--- src/rtl/mem_port_arbiter.sv ---
// Shares one single-port memory between the fetch (I) and memory (D) pipeline stages.
// D requests win ties; a streak counter forces an I grant after MAX_D_STREAK back-to-back D grants.
module mem_port_arbiter #(
  parameter int AW           = 32,
  parameter int DW           = 32,
  parameter int MAX_D_STREAK = 4,
  parameter int TIMEOUT      = 64
) (
  input  logic          CLK,
  input  logic          Reset,
  input  logic          IReq,
  input  logic [AW-1:0] IAddr,
  input  logic          DReq,
  input  logic          DWe,
  input  logic [AW-1:0] DAddr,
  input  logic [DW-1:0] DWData,
  output logic [DW-1:0] IRData,
  output logic [DW-1:0] DRData,
  output logic          IDone,
  output logic          DDone,
  output logic          BusErr,
  output logic          StallI,
  output logic          StallD,
  output logic          MemReq,
  output logic          MemWe,
  output logic [AW-1:0] MemAddr,
  output logic [DW-1:0] MemWData,
  input  logic [DW-1:0] MemRData,
  input  logic          MemReady
);

  typedef enum logic [1:0] {IDLE, BUSY, RESP} state_t;
  typedef enum logic {OWN_I, OWN_D} owner_t;

  localparam logic [3:0] MaxStreak   = 4'(MAX_D_STREAK);
  localparam logic [7:0] TimeoutLast = 8'(TIMEOUT - 1);

  state_t     state, nextState;
  owner_t     owner;
  logic [3:0] streak;
  logic [7:0] timeoutCnt;
  logic       grantI, grantD, complete, timedOut;

  assign StallI = IReq & ~IDone;
  assign StallD = DReq & ~DDone;

  always_ff @(posedge CLK) begin
    if (Reset) state <= IDLE;
    else       state <= nextState;
  end

  // A real MemReady wins over a timeout landing in the same cycle.
  always_comb begin
    nextState = state;
    grantI    = 1'b0;
    grantD    = 1'b0;
    complete  = 1'b0;
    timedOut  = 1'b0;
    unique case (state)
      IDLE: begin
        if (IReq || DReq) begin
          nextState = BUSY;
          if (IReq && (!DReq || streak == MaxStreak)) grantI = 1'b1;
          else                                        grantD = 1'b1;
        end
      end
      BUSY: begin
        if (MemReady) begin
          complete  = 1'b1;
          nextState = RESP;
        end else if (timeoutCnt == TimeoutLast) begin
          timedOut  = 1'b1;
          nextState = RESP;
        end
      end
      RESP:    nextState = IDLE;
      default: nextState = IDLE;
    endcase
  end

  always_ff @(posedge CLK) begin
    if (Reset) begin
      owner      <= OWN_I;
      streak     <= '0;
      timeoutCnt <= '0;
      MemReq     <= 1'b0;
      MemWe      <= 1'b0;
      MemAddr    <= '0;
      MemWData   <= '0;
      IRData     <= '0;
      DRData     <= '0;
      IDone      <= 1'b0;
      DDone      <= 1'b0;
      BusErr     <= 1'b0;
    end else begin
      IDone <= 1'b0;
      DDone <= 1'b0;
      if (state == RESP) BusErr <= 1'b0;

      if (grantI) begin
        owner      <= OWN_I;
        MemReq     <= 1'b1;
        MemWe      <= 1'b0;
        MemAddr    <= IAddr;
        MemWData   <= '0;
        timeoutCnt <= '0;
        streak     <= '0;
      end

      // Streak only grows while fetch is actually being held off.
      if (grantD) begin
        owner      <= OWN_D;
        MemReq     <= 1'b1;
        MemWe      <= DWe;
        MemAddr    <= DAddr;
        MemWData   <= DWData;
        timeoutCnt <= '0;
        if (!IReq)                  streak <= '0;
        else if (streak != MaxStreak) streak <= streak + 4'd1;
      end

      if (state == BUSY && !complete && !timedOut)
        timeoutCnt <= timeoutCnt + 8'd1;

      if (complete || timedOut) begin
        MemReq <= 1'b0;
        BusErr <= timedOut;
        if (owner == OWN_D) begin
          DDone  <= 1'b1;
          DRData <= (complete && !MemWe) ? MemRData : '0;
        end else begin
          IDone  <= 1'b1;
          IRData <= complete ? MemRData : '0;
        end
      end
    end
  end

endmodule

--- config.mk ---
export PLATFORM = sky130hd
export DESIGN_NAME = mem_port_arbiter
export DESIGN_NICKNAME = d
export VERILOG_FILES = /design/src/rtl/mem_port_arbiter.sv
export SDC_FILE = /design/constraint.sdc
export NUM_CORES = 1
export LEC_CHECK = 0
export BUFFER_PORTS_ARGS = -buffer_cell sky130_fd_sc_hd__buf_2
export CORE_MARGIN = 2
export CORE_UTILIZATION = 50
export DETAILED_ROUTE_END_ITERATION = 6
export MAX_ROUTING_LAYER = met4
export PLACE_DENSITY = 0.83
export SLEW_MARGIN = 10
export SYNTH_ARGS = -nofsm -noshare
export SYNTH_HDL_FRONTEND = slang
export SYNTH_SLANG_ARGS = --single-unit
--- constraint.sdc ---
create_clock -name CLK -period 3.15 [get_ports CLK]
set_input_delay 0 -clock CLK [delete_from_list [all_inputs] [get_ports CLK]]
set_output_delay 0 -clock CLK [all_outputs]
set_load 0.05 [all_outputs]
==> results.cfg, run 1 <==
[yosys]
syn_area_per_cell_um2 = 8.79
synth_edf_count = 0
synth-simple-area-share = 0.216
ys_seq_elements = 148
synth_top_family_by_area = simple AND/OR/NAND/NOR gates
synth_compound_area_frac = 0.209
syn_inst = 662
synthArstFlopShare = 0
ys_types = 45
yosys.area_share.xor_xnor = 0
synth.area.mux_share = 0.00366
syn_nets = 799
synthAdderAreaFrac = 0.00645
yosys_most_used_dff = dfxtp_1
synth-warning-count = 0
ys_seq_area_frac = 0.509
syn_area_mm2 = 0.00582

[sta]
min_period_ns = 2.96
slew_viol_final = 0
fin_crit_sh = 0.940
finalHoldViolations = 0
setup_viol = 0
whs_ns = 0.0277
worst_pin_slew_ns = 0.845
slew_headroom = 0.435
postLayoutSetupSlackWorst_ns = 0.189
max_clock_freq_mhz = 338
finalClockSkew_ns = 0.00843
rsz0062_at_grt = false
fin_setup_tns_ns = 0

[global_routing]
grt_pass1_wl_mm = 34.6
antenna_found_initial = 0
grt_pass1_vias = 6746
overflow = 0
grt_use_total = 0.354
grt_max_degree = 73

[floorplan]
core_area_mm2 = 0.0114
die_w_um = 112
dieArea_mm2 = 0.0125
rows = 39
io_pins = 269
die_h_um = 112
start_util = 0.512

[clock_network]
post_cts_resize_count = 0
cts_num_sinks = 148
clk_latency_ns = 0.42
ctsLongestPathBuffers = 2
cts_tree = yes
root_buffer = clkbuf_16
h-tree-depth = 4
cts_buffers = 17
path_clk_slew_ns = 0.06

[power_and_ir_drop]
p_leak_nw = 4.03
power.switching_mw = 1.72
clkPwrFrac = 0.374
p_per_area_mw_per_mm2 = 596
p_sw_frac = 0.318
combPwrFrac = 0.243
irDropWorstVdd_mv = 0.479
power_frac_seq = 0.383
internal-power_mw = 3.68

[critical_path]
endpoint_kind = flip-flop
arrival_ns = 3.32
r2r_cells = 8
critPathMaxFanout = 27
cp-start-kind = flip-flop
crit_type = flip-flop to flip-flop
crit_required_ns = 3.51

[min_path]
hold_depth = 4
hold_class = input pin to flip-flop

[finish]
drive_gt1_frac = 0.308
area_growth_pct = 55.8
final_nets = 1166
diodes = 0

[job]
maxCapViolations = 0

[route]
wl_per_cell_um = 18.7
vias_per_cell = 5.83
drt_iter0_drc = 656
drt.antenna.violating_nets = 0
route.detailed.drc = 0
firstDrtPassIters = 6
wirelength_mm = 22.1
num_vias = 6912

[placement]
port_buffers = 268
preCtsSetupSlack_ns = 0.939
gp_congestion = 0.850
hpwl_mm = 11.7

[status]
status = finished, final reports clean
per-stage QoR:
stage	utilization	power [mW]	instance area (µm²)	cells
6_report	0.797	5.40	9060	1185
4_1_cts	0.797	5.35	9060	1185
2_1_floorplan	-	2.88	5820	662
3_5_place_dp	0.630	3.18	7170	1022
3_3_place_gp	0.630	3.17	7170	1022
5_1_grt	0.797	5.58	9060	1185
cells in the mapped netlist (4+ instances only):
master / n / area share
nor2_1: 39 / 0.025
nand3_1: 42 / 0.036
nor4_1: 32 / 0.034
clkbuf_1: 28 / 0.018
nand2_1: 43 / 0.028
nand3b_1: 4 / 0.0052
a22o_1: 32 / 0.048
buf_2: 33 / 0.028
nor3_1: 69 / 0.059
a211oi_1: 35 / 0.045
inv_1: 4 / 0.0026
dfxtp_1: 148 / 0.51
a21oi_1: 106 / 0.091
cells in the final DEF, fill, tap and decap left out, types with 4 or more instances in the layout:
cell / Yosys / routed
inv_1: 4 / 4
a211oi_1: 35 / 35
nand3b_1: 4 / 4
nor3_1: 69 / 68
clkbuf_1: 28 / 4
nor2_1: 39 / 39
dfxtp_1: 148 / 148
nand2_1: 43 / 43
a22o_1: 32 / 32
nor4_1: 32 / 32
clkinv_2: 0 / 5
buf_2: 33 / 267
buf_4: 0 / 13
nand3_1: 42 / 42
dlygate4sd3_1: 0 / 131
clkbuf_16: 0 / 17
a21oi_1: 106 / 106
worst paths after layout:
path	startpoint	endpoint	slack (ns)
hold reg to reg	MemWData[29]	MemWData[29]	0.45
setup / recovery	streak[0]	MemAddr[5]	0.19
setup reg to reg	streak[0]	MemAddr[5]	0.19
hold / removal	MemReady	BusErr	0.03
logic make-up after synthesis:
kind of cell | count (synthesis)
AND/OR/NAND/NOR | 250
AO/OA/AOI/OAI | 191
flip-flops | 148
buffers and inverters | 68
adder cells (fa/ha/maj) | 3
multiplexers | 2
power by group through the flow:
stage                     combinational (mW)  sequential (mW)  clock [mW]
after floorplan                        0.401             2.48           0
after global placement                  1.08             2.09           0
after detailed placement                1.09             2.10           0
after CTS                               1.26             2.06        2.03
after global routing                    1.38             2.08        2.12
final                                   1.31             2.07        2.02
sequential cells by signal, summed over array words and instances (netlist names):
signal	cells
MemWData	32
IRData	32
DDone	1
timeoutCnt	8
MemReq	1
MemWe	1
MemAddr	32
BusErr	1
state	2
DRData	32
streak	4
IDone	1
owner	1
worst max-delay path, stage by stage (launching register included):
cell           delay [ns]
dfxtp_1              0.37
inv_1                0.07
ha_1                 0.23
nand3b_1             0.17
a21bo_2              0.60
buf_4                0.39
nor3_1               0.11
nor4_1               0.36
dlygate4sd3_1        0.61
area by class of cell:
class,instances,area (µm²)
clock buffer,22,454
clock inverter,10,131
fill,701,2310
inverter,4,15.0
multi-input combinational,446,2550
sequential,148,2960
tap,143,179
timing repair buffer,412,2770
metal layers:
metal / GRT usage / vias up / wire length (µm)
li1: - / 3166 / -
met1: 0.396 / 3165 / 8300
met2: 0.595 / 493 / 11000
met3: 0.0800 / 88 / 1930
met4: 0.176 / 0 / 867
met5: - / - / 0
repair_timing:
item	4_1_cts	5_1_grt
setup buffers	0	0
hold buffers	131	0
endpoints found under the hold margin	131	0
endpoints found under the setup margin	0	0
Power figures use the tool's default switching activity.
==> run 2, diff against run 1 <==
--- a/config.mk
+++ b/config.mk
@@ -8,6 +8,7 @@
 export BUFFER_PORTS_ARGS = -buffer_cell sky130_fd_sc_hd__buf_2
 export CORE_MARGIN = 2
 export CORE_UTILIZATION = 50
+export CTS_BUF_LIST = sky130_fd_sc_hd__clkbuf_16
 export DETAILED_ROUTE_END_ITERATION = 6
 export MAX_ROUTING_LAYER = met4
 export PLACE_DENSITY = 0.83
==> run 2 against run 1 <==
Sequential power about the same. Clock skew about the same. Total power decreased by 0.58%. Non-clock buffer count unchanged. Critical endpoint is now MemAddr[27]. Largest cell class unchanged.
==> results.cfg, run 2 (synthesis gave the netlist of run 1 again) <==
[global_routing]
overflow = 0
grt_pass1_vias = 6744
antenna_found_initial = 1
grt_pass1_wl_mm = 34.6
grt_use_total = 0.355
grt_max_degree = 73

[finish]
drive_gt1_frac = 0.307
layout_commonest_cell = buf_2
area_growth_pct = 55.6
final_cell_mix = 267 x buf_2, 148 x dfxtp_1, 131 x dlygate4sd3_1
final_nets = 1166
postLayoutCoreUtil = 0.796

[floorplan]
io_pins = 269
die_w_um = 112
die_h_um = 112
rows = 39
dieArea_mm2 = 0.0125
core_area_mm2 = 0.0114
start_util = 0.512

[sta]
slew_viol_final = 0
fin_crit_sh = 0.942
finalHoldViolations = 0
slew_headroom = 0.433
rsz0062_at_grt = false
fin_setup_tns_ns = 0
setup_viol = 0
min_period_ns = 2.97
finalClockSkew_ns = 0.00888
max_clock_freq_mhz = 337
worst_pin_slew_ns = 0.847
postLayoutSetupSlackWorst_ns = 0.183

[placement]
gp_congestion = 0.850
hpwl_mm = 11.7
port_buffers = 268
preCtsSetupSlack_ns = 0.939

[power_and_ir_drop]
p_leak_nw = 4.04
irDropWorstVdd_mv = 0.443
p_per_area_mw_per_mm2 = 593

[route]
route.detailed.drc = 0
firstDrtPassIters = 5
num_vias = 6944
wirelength_mm = 22.5
vias_per_cell = 5.85
wl_per_cell_um = 19.0
drt_iter0_drc = 709
drt.antenna.violating_nets = 0

[critical_path]
r2r_slack_ns = 0.18
max_stage_delay_ns = 0.62
cp-start-kind = flip-flop
arrival_ns = 3.33
critPathSlowestCell = dlygate4sd3_1
crit_type = flip-flop to flip-flop
crit_family = buffers and inverters
crit_buf_inv = 3
reg2reg_from = streak[0]
critPathMaxFanout = 27
endpoint_kind = flip-flop
r2r_cells = 8
crit_required_ns = 3.51
reg2reg_to = MemAddr[27]
crit_chain = inv_1 -> ha_1 -> nand3b_1 -> a21bo_2 -> buf_4 -> nor3_1 -> nor4_1 -> dlygate4sd3_1

[job]
maxCapViolations = 0

[min_path]
hold_end = BusErr
hold_class = input pin to flip-flop
hold_start = MemReady
hold_depth = 4

[clock_network]
post_cts_buffers = 0
cts_tree = yes
cts_num_sinks = 148
h-tree-depth = 4
root_buffer = clkbuf_16
path_clk_slew_ns = 0.06
clk_latency_ns = 0.42
cts_buffers = 17
ctsLongestPathBuffers = 2

[status]
status = finished, final reports clean
==> run 2: changes by cell type in the layout (fill, tap and decap cells not counted), sizes merged <==
cell	previous run	this run
diode	0	1
clkinv	6	7
inv	4	8
clkbuf	22	17
==> run 2: worst max path at each step <==
stage,start,endpoint,slack [ns],cells past startpoint
5_1_grt,streak[0],MemAddr[8],0.09,8
3_3_place_gp,streak[0],MemAddr[19],1.03,7
3_5_place_dp,streak[0],MemAddr[0],0.94,7
2_1_floorplan,streak[0],MemAddr[10],1.54,8
4_1_cts,streak[0],MemAddr[31],0.42,8
6_report,streak[0],MemAddr[27],0.18,8
==> run 2: area by class of cell <==
cell class	count	area [µm²]
clock inverter	15	150
fill	697	2310
multi-input combinational	446	2550
clock buffer	17	425
antenna	1	2.50
timing repair buffer	412	2770
tap	143	179
inverter	4	15.0
sequential	148	2960
==> run 2: tightest hold or removal path: stages <==
cell and delay, ns:
buf_2 0.16, a211oi_1 0.09, a21oi_1 0.11, nor2_1 0.04
==> run 2: routing by layer <==
metal	routed length, µm	global-route usage	up-vias
met1	8190	0.390	3143
met3	2100	0.0838	112
met4	1180	0.207	0
met2	11000	0.588	509
met5	0	-	-
li1	-	-	3180
==> run 2: report_power, final <==
group,internal [mW],switching [mW]
clock,1.22,0.759
sequential,1.99,0.0792
combinational,0.431,0.887
total,3.65,1.73
==> run 2: metrics by stage <==
stage / hold WS (ns) / std cells / power [mW] / instance area, µm²
finish: 0.0283 / 1186 / 5.37 / 9050
global route: 0.0688 / 1186 / 5.55 / 9050
CTS: 0.0124 / 1185 / 5.31 / 9050
detailed placement: 0.255 / 1022 / 3.18 / 7170
global placement: 0.251 / 1022 / 3.17 / 7170
floorplan: 0.133 / 662 / 2.88 / 5820
==> run 2: repair_timing <==
item / in CTS / in global routing
hold endpoints to repair: 131 / 0
gates resized for setup: 0 / 0
hold buffers: 131 / 0
==> run 3, diff against run 2 <==
--- a/config.mk
+++ b/config.mk
@@ -10,8 +10,8 @@
 export CORE_UTILIZATION = 50
 export CTS_BUF_LIST = sky130_fd_sc_hd__clkbuf_16
 export DETAILED_ROUTE_END_ITERATION = 6
-export MAX_ROUTING_LAYER = met4
 export PLACE_DENSITY = 0.83
+export REMOVE_ABC_BUFFERS = 1
 export SLEW_MARGIN = 10
 export SYNTH_ARGS = -nofsm -noshare
 export SYNTH_HDL_FRONTEND = slang
==> run 3 against run 2 <==
Critical path depth decreased by 2. Final cell count is 0.34% lower. First-iteration DRC count is 26% higher. Clock power barely moved. Sequential power is essentially flat. Die area did not move. Flip-flop and latch count unchanged. Combinational power about the same.
==> results.cfg, run 3 (synthesis gave the netlist of run 1 again) <==
[clock_network]
post_cts_resize_count = 0
root_buffer = clkbuf_16
clk_latency_ns = 0.41
cts_buffers = 17
cts_tree = yes
h-tree-depth = 4
ctsLongestPathBuffers = 2
post_cts_buffers = 0
cts_num_sinks = 148
path_clk_slew_ns = 0.06

[finish]
final_nets = 1162
area_growth_pct = 55.3
final_cell_mix = 267 x buf_2, 148 x dfxtp_1, 130 x dlygate4sd3_1
drive_gt1_frac = 0.303
instances_no_fill = 1182
layout_commonest_cell = buf_2
postLayoutCoreUtil = 0.795

[critical_path]
max_stage_delay_ns = 0.78
r2r_cells = 6
reg2reg_from = state[1]
reg2reg_to = MemAddr[13]
cp-start-kind = flip-flop
critPathMaxFanout = 99
r2r_slack_ns = 0.20
crit_required_ns = 3.49
crit_family = buffers and inverters
critPathSlowestCell = buf_4
crit_type = flip-flop to flip-flop
crit_buf_inv = 2
cp_num_cells = 6
startpoint = state[1]
endpoint_kind = flip-flop
arrival_ns = 3.29
crit_chain = nor2_1 -> o21ai_4 -> buf_4 -> nor3_1 -> nor4_1 -> dlygate4sd3_1
crit_end = MemAddr[13]

[global_routing]
antenna_found_initial = 1
grtUsageMet2 = 0.604
met3_usage = 0.0936
busiest_layer = met2
grtUsageMet1 = 0.414
grt_max_degree = 100
grt_pass1_wl_mm = 36.4
grt_use_total = 0.361
grt_pass1_vias = 6811
overflow = 0

[route]
wirelength_mm = 23.0
firstDrtPassIters = 6
drt.antenna.violating_nets = 0
wl_per_cell_um = 19.4
drt_iter0_drc = 892
num_vias = 7092
route.detailed.drc = 0
vias_per_cell = 6.00

[placement]
port_buffers = 268
hpwl_mm = 11.3
preCtsSetupSlack_ns = 1.03
dp.cells = 1019
gp_congestion = 0.821

[floorplan]
dieArea_mm2 = 0.0125
start_util = 0.512
io_pins = 269
core_area_mm2 = 0.0114
die_h_um = 112
rows = 39
die_w_um = 112

[power_and_ir_drop]
internal-power_mw = 3.64
irDropWorstVdd_mv = 0.463
power_frac_seq = 0.386
power_mw = 5.37
clkPwrFrac = 0.368
power.switching_mw = 1.73
p_per_area_mw_per_mm2 = 594
p_leak_nw = 4.01
p_sw_frac = 0.322
combPwrFrac = 0.246

[sta]
finalClockSkew_ns = 0.0132
rsz0062_at_grt = false
worst_pin_slew_ns = 1.00
setup_viol = 0
min_period_ns = 2.95
max_clock_freq_mhz = 339
slew_headroom = 0.331
finalHoldViolations = 0
fin_crit_sh = 0.936
slew_viol_final = 0
fin_setup_tns_ns = 0
postLayoutSetupSlackWorst_ns = 0.201

[min_path]
hold_class = input pin to flip-flop

[job]
maxCapViolations = 0

[status]
status = finished, final reports clean
[run 3: through the flow]
stage	instance area [µm²]	hold slack, ns
after floorplan	5510	0.0691
after global placement	7160	0.251
after detailed placement	7160	0.249
after CTS	9030	0.0314
after global routing	9030	0.102
final	9030	0.0608
[run 3: area by class of cell]
type	instances	area [µm²]
sequential	148	2960
timing repair buffer	408	2750
multi-input combinational	446	2550
fill	656	2340
clock buffer	17	425
tap	143	179
clock inverter	15	149
inverter	4	15.0
antenna	1	2.50
[run 3: worst min path at each step]
stage / start / to / slack, ns / cells after the start
final: MemReady / timeoutCnt[4] / 0.06 / 4
after global routing: MemReady / timeoutCnt[4] / 0.10 / 4
after CTS: IAddr[14] / MemAddr[14] / 0.03 / 3
after detailed placement: MemRData[12] / DRData[12] / 0.25 / 2
after global placement: MemRData[30] / DRData[30] / 0.25 / 2
after floorplan: Reset / MemWData[0] / 0.07 / 1
[run 3: timing repair]
| action | 4_1_cts | 5_1_grt |
|---|---|---|
| hold buffers | 130 | 0 |
| endpoints found under the hold margin | 131 | 0 |
| setup endpoints to repair | 0 | 0 |
[run 3: power groups by stage]
stage | combinational, mW | sequential (mW) | clock (mW)
final | 1.32 | 2.07 | 1.97
after global routing | 1.38 | 2.08 | 2.07
after CTS | 1.25 | 2.05 | 1.99
after detailed placement | 1.08 | 2.09 | 0
after global placement | 1.08 | 2.09 | 0
after floorplan | 0.330 | 2.50 | 0
[run 3: layer usage]
metal	vias to the layer above	share of wire
met5	-	0
li1	3167	-
met4	0	0.066
met3	134	0.092
met1	3236	0.37
met2	555	0.48
[run 3: worst reg2reg max path, stage by stage, from the launching register on]
cell	delay, ns
dfxtp_1	0.47
nor2_1	0.19
o21ai_4	0.16
buf_4	0.79
nor3_1	0.28
nor4_1	0.36
dlygate4sd3_1	0.63
